`config.mk`:
```
export PLATFORM = sky130hd
export DESIGN_NAME = up_dn_seq
export DESIGN_NICKNAME = d
export VERILOG_FILES = /design/src/rtl/up_dn_seq.sv
export SDC_FILE = /design/constraint.sdc
export NUM_CORES = 1
export LEC_CHECK = 0
export ABC_AREA = 1
export BUFFER_PORTS_ARGS = -buffer_cell sky130_fd_sc_hd__clkbuf_2
export CORE_ASPECT_RATIO = 2
export CORE_MARGIN = 2
export CORE_UTILIZATION = 61
export DETAILED_ROUTE_END_ITERATION = 10
export PLACE_DENSITY = 0.82
export RECOVER_POWER = 25
export SLEW_MARGIN = 25
export SYNTH_ARGS = -nofsm -noshare
export SYNTH_HDL_FRONTEND = slang
export SYNTH_SLANG_ARGS = --single-unit
```
`constraint.sdc`:
```
create_clock -name clk -period 5.1 [get_ports clk]
set_clock_uncertainty 0.05 [all_clocks]
set_input_delay 0.765 -clock clk [delete_from_list [all_inputs] [get_ports clk]]
set_output_delay 0.765 -clock clk [all_outputs]
set_load 0.02 [all_outputs]
```
`src/rtl/up_dn_seq.sv`:
```
// up_dn_seq: command sequencer for a WIDTH-bit up/down counter.
// Accepts LOAD / GOTO / SWEEP / ABORT, issues one counter strobe at a time,
// waits out the counter's register latency, and reports ok / abort / stuck.
// Strobes are registered: the step decision is made on the edge that enters
// ISSUE, using the counter value that is already stable in IDLE or CHECK.
module up_dn_seq #(
  parameter int WIDTH = 5
) (
  input  logic             clk,
  input  logic             rst,
  input  logic             cmd_valid,
  output logic             cmd_ready,
  input  logic [1:0]       cmd_op,
  input  logic [WIDTH-1:0] cmd_data,
  input  logic [WIDTH-1:0] counter,
  input  logic             high,
  input  logic             low,
  output logic             load,
  output logic             up,
  output logic             down,
  output logic [WIDTH-1:0] cnt_in,
  output logic             busy,
  output logic             done,
  output logic [1:0]       status
);

  localparam logic [2:0] S_IDLE   = 3'd0;
  localparam logic [2:0] S_ISSUE  = 3'd1;
  localparam logic [2:0] S_SETTLE = 3'd2;
  localparam logic [2:0] S_CHECK  = 3'd3;
  localparam logic [2:0] S_FIN    = 3'd4;

  localparam logic [1:0] OP_LOAD  = 2'b00;
  localparam logic [1:0] OP_GOTO  = 2'b01;
  localparam logic [1:0] OP_SWEEP = 2'b10;
  localparam logic [1:0] OP_ABORT = 2'b11;

  localparam logic [1:0] ST_OK    = 2'b00;
  localparam logic [1:0] ST_ABORT = 2'b01;
  localparam logic [1:0] ST_STUCK = 2'b10;

  localparam logic [WIDTH-1:0] ONE  = WIDTH'(1);
  localparam logic [WIDTH-1:0] ZERO = WIDTH'(0);

  logic [2:0]       r_state;
  logic [1:0]       r_op;
  logic [WIDTH-1:0] r_tgt;
  logic [WIDTH-1:0] r_cap;
  logic [WIDTH-1:0] r_rt;
  logic             r_dir_up;
  logic             r_abort_pend;
  logic             r_iss_fin;
  logic [1:0]       r_iss_stat;
  logic             r_ready;
  logic             r_load;
  logic             r_up;
  logic             r_down;
  logic [WIDTH-1:0] r_cnt_in;
  logic             r_busy;
  logic             r_done;
  logic [1:0]       r_status;

  logic             w_from_idle;
  logic             w_accept;
  logic             w_abort_acc;
  logic [1:0]       w_op;
  logic [WIDTH-1:0] w_tgt;
  logic             w_dir_in;
  logic [WIDTH-1:0] w_rt_in;
  logic             w_sw_dir;
  logic [WIDTH-1:0] w_sw_rt;
  logic             w_sw_fin;
  logic             w_nx_load;
  logic             w_nx_up;
  logic             w_nx_down;
  logic             w_nx_fin;
  logic [1:0]       w_nx_stat;
  logic             w_nx_dir;
  logic [WIDTH-1:0] w_nx_rt;

  assign cmd_ready = r_ready;
  assign load      = r_load;
  assign up        = r_up;
  assign down      = r_down;
  assign cnt_in    = r_cnt_in;
  assign busy      = r_busy;
  assign done      = r_done;
  assign status    = r_status;

  // Handshake qualifiers: a real command starts only from IDLE, abort only while busy.
  always_comb begin
    w_from_idle = (r_state == S_IDLE);
    w_accept    = w_from_idle && cmd_valid && r_ready && (cmd_op != OP_ABORT);
    w_abort_acc = cmd_valid && (cmd_op == OP_ABORT) && r_busy;
  end

  // Next-step decision for the ISSUE cycle, fed by the new command or the latched one.
  always_comb begin
    w_op      = w_from_idle ? cmd_op : r_op;
    w_tgt     = w_from_idle ? cmd_data : r_tgt;
    w_dir_in  = w_from_idle ? 1'b1 : r_dir_up;
    if (w_from_idle) begin
      w_rt_in = (cmd_data == ZERO) ? ONE : cmd_data;
    end else begin
      w_rt_in = r_rt;
    end
    w_sw_dir  = w_dir_in;
    w_sw_rt   = w_rt_in;
    w_sw_fin  = 1'b0;
    w_nx_load = 1'b0;
    w_nx_up   = 1'b0;
    w_nx_down = 1'b0;
    w_nx_fin  = 1'b0;
    w_nx_stat = ST_OK;
    w_nx_dir  = w_dir_in;
    w_nx_rt   = w_rt_in;

    case (w_op)
      OP_LOAD: begin
        w_nx_load = 1'b1;
      end
      OP_GOTO: begin
        if (counter == w_tgt) begin
          w_nx_fin = 1'b1;
        end else if (counter < w_tgt) begin
          if (high) begin
            w_nx_fin  = 1'b1;
            w_nx_stat = ST_STUCK;
          end else begin
            w_nx_up = 1'b1;
          end
        end else begin
          if (low) begin
            w_nx_fin  = 1'b1;
            w_nx_stat = ST_STUCK;
          end else begin
            w_nx_down = 1'b1;
          end
        end
      end
      OP_SWEEP: begin
        // Turn around at the top; at the bottom one round trip is complete.
        if (w_sw_dir && high) begin
          w_sw_dir = 1'b0;
        end else begin
          w_sw_dir = w_sw_dir;
        end
        if (!w_sw_dir && low) begin
          w_sw_rt = w_sw_rt - ONE;
          if (w_sw_rt == ZERO) begin
            w_sw_fin = 1'b1;
          end else begin
            w_sw_dir = 1'b1;
          end
        end else begin
          w_sw_rt = w_sw_rt;
        end
        w_nx_dir = w_sw_dir;
        w_nx_rt  = w_sw_rt;
        if (w_sw_fin) begin
          w_nx_fin = 1'b1;
        end else if (w_sw_dir) begin
          if (high) begin
            w_nx_fin  = 1'b1;
            w_nx_stat = ST_STUCK;
          end else begin
            w_nx_up = 1'b1;
          end
        end else begin
          if (low) begin
            w_nx_fin  = 1'b1;
            w_nx_stat = ST_STUCK;
          end else begin
            w_nx_down = 1'b1;
          end
        end
      end
      default: begin
        w_nx_fin = 1'b1;
      end
    endcase

    // An abort arriving in CHECK suppresses the next strobe and finishes from ISSUE.
    if (w_abort_acc) begin
      w_nx_load = 1'b0;
      w_nx_up   = 1'b0;
      w_nx_down = 1'b0;
      w_nx_fin  = 1'b1;
      w_nx_stat = ST_ABORT;
    end else begin
      w_nx_fin = w_nx_fin;
    end
  end

  // Sequencer state machine with registered strobes, handshake and completion outputs.
  always_ff @(posedge clk) begin
    if (rst) begin
      r_state      <= S_IDLE;
      r_op         <= 2'b00;
      r_tgt        <= ZERO;
      r_cap        <= ZERO;
      r_rt         <= ZERO;
      r_dir_up     <= 1'b1;
      r_abort_pend <= 1'b0;
      r_iss_fin    <= 1'b0;
      r_iss_stat   <= ST_OK;
      r_ready      <= 1'b0;
      r_load       <= 1'b0;
      r_up         <= 1'b0;
      r_down       <= 1'b0;
      r_cnt_in     <= ZERO;
      r_busy       <= 1'b0;
      r_done       <= 1'b0;
      r_status     <= ST_OK;
    end else begin
      r_load   <= 1'b0;
      r_up     <= 1'b0;
      r_down   <= 1'b0;
      r_done   <= 1'b0;
      r_status <= ST_OK;
      if (w_abort_acc) begin
        r_abort_pend <= 1'b1;
      end

      case (r_state)
        S_IDLE: begin
          r_ready      <= 1'b1;
          r_abort_pend <= 1'b0;
          if (w_accept) begin
            r_ready    <= 1'b0;
            r_busy     <= 1'b1;
            r_op       <= cmd_op;
            r_tgt      <= cmd_data;
            r_load     <= w_nx_load;
            r_up       <= w_nx_up;
            r_down     <= w_nx_down;
            r_dir_up   <= w_nx_dir;
            r_rt       <= w_nx_rt;
            r_iss_fin  <= w_nx_fin;
            r_iss_stat <= w_nx_stat;
            if (w_nx_load) begin
              r_cnt_in <= cmd_data;
            end
            r_state    <= S_ISSUE;
          end
        end
        S_ISSUE: begin
          r_cap <= counter;
          if (r_iss_fin) begin
            r_state  <= S_FIN;
            r_done   <= 1'b1;
            r_status <= r_iss_stat;
            r_busy   <= 1'b0;
          end else begin
            r_state <= S_SETTLE;
          end
        end
        S_SETTLE: begin
          r_state <= S_CHECK;
        end
        S_CHECK: begin
          if (r_abort_pend) begin
            r_state  <= S_FIN;
            r_done   <= 1'b1;
            r_status <= ST_ABORT;
            r_busy   <= 1'b0;
          end else if (r_op == OP_LOAD) begin
            r_state  <= S_FIN;
            r_done   <= 1'b1;
            r_status <= (counter == r_tgt) ? ST_OK : ST_STUCK;
            r_busy   <= 1'b0;
          end else if (counter == r_cap) begin
            r_state  <= S_FIN;
            r_done   <= 1'b1;
            r_status <= ST_STUCK;
            r_busy   <= 1'b0;
          end else begin
            r_up       <= w_nx_up;
            r_down     <= w_nx_down;
            r_dir_up   <= w_nx_dir;
            r_rt       <= w_nx_rt;
            r_iss_fin  <= w_nx_fin;
            r_iss_stat <= w_nx_stat;
            r_state    <= S_ISSUE;
          end
        end
        S_FIN: begin
          r_state      <= S_IDLE;
          r_ready      <= 1'b1;
          r_abort_pend <= 1'b0;
        end
        default: begin
          r_state <= S_IDLE;
          r_busy  <= 1'b0;
        end
      endcase
    end
  end

endmodule

```
* Yosys cells after proc, flatten, opt, wreduce, memory -nomap -nowiden
Index checks and enable logic that the tools add are counted. W data, S select, Z words.
Operators by class: reduce and logical (&&, ||, !) cells 22, div/mod/pow operators 0, add/subtract/negate cells 1, eq/ne operators 17, muxes and demuxes 103, order comparisons 1, shift-type cells 0, bitwise gates (word level) 3, multiply operators 0
Operators by type and width (count):
- $mux W1 | 57
- $mux W5 | 9
- $mux W2 | 17
- $pmux W1 S2 | 8
- $eq A5 B5 Y1 | 3
- $mux W3 | 5
- $pmux W2 S2 | 3
- $pmux W3 S4 | 1
- $logic_not A5 Y1 | 2
- $ne A2 B2 Y1 const B | 5
- $pmux W5 S2 | 1
- $logic_and A1 B1 Y1 | 7
- $eq A3 B2 Y1 const B | 2
- $reduce_or A3 Y1 | 2
- $lt A5 B5 Y1 | 1
- $reduce_and A5 Y1 | 1
- $sub A5 B1 Y5 const B | 1
- $eq A2 B2 Y1 const B | 2
- $logic_not A2 Y1 | 2
- $ne A4 B4 Y1 const B | 1
- $pmux W1 S4 | 1
- $reduce_and A4 Y1 | 1
- $reduce_bool A2 Y1 | 2
- $eq A3 B1 Y1 const B | 1
- 10 further kinds | 12
Word-level totals: bits of input ports 17, ROM bits 0, flip-flop bits (word level) 38, bits in writable memories 0, output and inout port bits 13, bits in latches 0, memories 0

* Longest topological paths before layout
depth in word-level cells 17, depth in mapped cells 17, depth with buffers taken out 16

* Least setup slack after synthesis
No wires, ideal clock.
kind register to register, start point register r_state[0], end point register r_iss_fin, slack 2.879 ns, cell stages (with the launch flop) 17, data arrival time 2.049 ns, period minus slack after synthesis 2.221 ns, path through dfxtp_1 > nor2_4 > nand2_4 > clkbuf_1 > nand2_1 > o21ai_0 > inv_1 > ha_1 > nand2_1 > nor2_1 > nand2_1 > nand3_1 > nand2_1 > nand2_1 > a21boi_0 > nor3_1 > a21oi_1
On the way: word-level cells in the longest chain between the ends 17, elaborated cells on any way between the ends 44
RTL lines:
- from (decl) | RTL line 45 | logic [2:0] r_state;
- from (signal assigned) | RTL line 198 | r_state <= S_IDLE;
- from (signal assigned) | RTL line 244 | r_state <= S_ISSUE;
- from (signal assigned) | RTL line 250 | r_state <= S_FIN;
- parallel branches: the longest is 17 deep, another holds $sub A5 B1 Y5
- to (signal assigned) | RTL line 239 | r_iss_fin <= w_nx_fin;
- to (signal assigned) | RTL line 282 | r_iss_fin <= w_nx_fin;
- to (decl) | RTL line 52 | logic r_iss_fin;
Parallel ways; which one is timed is not known. The select of a mux whose other input is x is not followed. A chain may end at the register's enable or synchronous reset.

* Worst setup path in the final report
Same ends and word-level chain as after synthesis.

==> results.cfg <==
[sta]
drv_slew = 0
setup_violations = 0
post-route-min-period_ns = 2.47
hold_viol_final = 0
fmax_mhz = 404
rsz0062_at_grt = false
fin_tns_setup_ns = 0
tightest_slew_ns = 0.752
finalCritPeriodShare = 0.485
relSlewSlack = 0.498

[floorplan]
fp-row-count = 30
die-area_um2 = 3980
die_w_um = 45.6
start_util = 0.632
placeableCoreArea_um2 = 3340
dieHeight_um = 87.2
ioPinCount = 30

[critical_path]
path_cells = nor2_4, nand2_4, o21ai_0, inv_1, ha_1, nand2_1, nor2_1, nand2_1, nand3_1, nand2_1, nand2_1, a21boi_0, nor3_1, a21oi_1
cp-start-kind = flip-flop
cpPeakStageDelay_ns = 0.38
worstPathArrival_ns = 2.61
reg2reg_slack_ns = 2.63
worstPathRequired_ns = 5.23
worst-path-buf-inv = 1
reg2reg_depth = 14
crit_top_cell = nand2_1
crit_cells = 14
end_kind = flip-flop
critPathMaxFanout = 19
crit_family = simple AND/OR/NAND/NOR gates
critical-path-slowest-cell = dfxtp_1
crit_type = flip-flop to flip-flop

[clock_tree]
post-cts-setup-buffers = 0
worstSkewPairLatency_ns = 0.29
cts_buffers = 5
cts-hold-fix-buffers = 0
cts_max_path_buffers = 2
ctsHtreeMaxLevel = 2
cts_resized = 0
path_clk_slew_ns = 0.08
clk_root_buffer_cell = clkbuf_8
cts.sinks = 38
cts_tree = built

[route]
dr.pass1.iters = 4
ant_nets = 0
drt_iter0_drc = 50
drc = 0
via_per_inst = 5.63
wirelength_um = 5110
num_vias = 2060
wire_per_inst_um = 14.0

[power_and_ir_drop]
ir_drop_v = 0.000278
power_density_nw_per_um2 = 457
p_leak_uw = 0.00112

[placed_design]
place.gp.congestion = 0.880
port_buffers = 29
place_inst = 358
hpwl_um = 3970

[cells_and_area]
fin_nets = 360
n_antenna_cell = 0
stdcell_count = 366
drive_gt1_frac = 0.129
area_growth_syn_to_layout_pct = 11.3

[synthesis]
syn-num-nets = 330
synthCells = 303
yosys_warnings = 0
ys_seq_elements = 38
syn_area_um2 = 2110
yosys.area.top_type = dfxtp_1
syn_area_per_cell_um2 = 6.97
synthTopCellsByArea = dfxtp_1 36%, nand2_1 9.8%, o21ai_0 7.6%
seq_area_frac_synth = 0.360
synth.distinct_cells = 30
netlist.area_leader.share = 0.360

[global_route]
overflow = 0
grt_pass1_vias = 1889
grt_pass1_wl_um = 7910
grt_max_degree = 29
track_usage = 0.273
antenna_found_initial = 0

[hold_path]
whs_path_depth = 2
hold_path_class = flip-flop to flip-flop

[outcome]
status = finished clean

[job]
drv_cap = 0
Yosys cell counts:
cell       count
nand2_1       55
inv_1         41
dfxtp_1       38
nor2_1        34
o21ai_0       32
a21oi_1       24
nand3_1       17
ha_1          10
xnor2_1        6
clkbuf_1       5
nand2_2        5
nand4_1        4
nor2_4         4
xor2_1         4
inv_2          3
a211oi_1       2
a21boi_0       2
a32oi_1        2
nor3_1         2
o21ai_1        2
or2_2          2
a21oi_2        1
and3_1         1
buf_6          1
nand2_4        1
nor2_2         1
o2111ai_1      1
o211ai_1       1
o21bai_1       1
o22ai_1        1
cells in the final DEF (no fill, tap or decap), types with 4 or more instances in the layout:
cell      Yosys  final
nor2_1       34     34
nor2_4        4      4
nand3_1      17     17
nand2_1      55     55
xnor2_1       6      6
inv_1        41     42
nand4_1       4      4
clkbuf_8      0      6
nand2_2       5      5
dfxtp_1      38     38
clkbuf_1      5     10
ha_1         10     10
a21oi_1      24     24
o21ai_0      32     32
clkbuf_2      0     19
xor2_1        4      4
layer usage:
layer,up-vias,wire length (um),global-route usage
met5,-,0,0
met4,0,238,0.171
met3,22,142,0.0290
met2,49,2810,0.504
met1,942,1920,0.262
li1,1047,-,-
path summary, 6_finish.rpt:
check        startpoint        end
max reg2reg  r_state[0]  r_iss_fin
max          r_state[0]  r_iss_fin
min             r_rt[0]    r_rt[0]
min reg2reg     r_rt[0]    r_rt[0]
metrics by stage:
step	setup slack, ns	hold slack (ns)	utilization	cell area [um2]	power (uW)
3_3_place_gp	2.56	0.397	0.679	2270	849
4_1_cts	2.67	0.415	0.707	2360	1080
2_1_floorplan	2.88	0.380	-	2110	743
3_5_place_dp	2.53	0.402	0.679	2270	858
6_report	2.63	0.412	0.703	2350	1070
5_1_grt	2.45	0.455	0.703	2350	1150
report_power, final:
part,total (uW),switching [uW],internal [uW]
combinational,473,318,155
sequential,383,35.7,347
clock,219,110,109
total,1070,464,611
flip-flops by register name (all words and copies together) (netlist names), 2 cells and up:
name,flops
r_cap,5
cnt_in,5
r_state,3
r_iss_stat,2
r_tgt,5
r_rt,5
r_op,2
status,2
worst min-delay path, delay by kind of cell (launching register included):
family,cells,cell delay [ns]
buffers and inverters,1,0.06
flip-flops,1,0.30
AO/OA/AOI/OAI,1,0.06
final cells by class:
cell class,count,area [um2]
multi-input cells,215,1160
clock inverters,2,12.5
repair buffers,29,133
well taps,32,40.0
fillers,295,991
flip-flops and latches,38,761
clock buffers,6,82.6
inverters,44,165
cell families after synthesis:
logic type               after synthesis  share of synthesized area
AO/OA/AOI/OAI                         69                      0.178
XOR/XNOR                              10                     0.0415
adder cells (fa/ha/maj)               10                     0.0592
buffers and inverters                 50                     0.0924
flip-flops                            38                      0.360
AND/OR/NAND/NOR                      126                      0.268
Note: power is estimated with default switching activity, not from simulation.
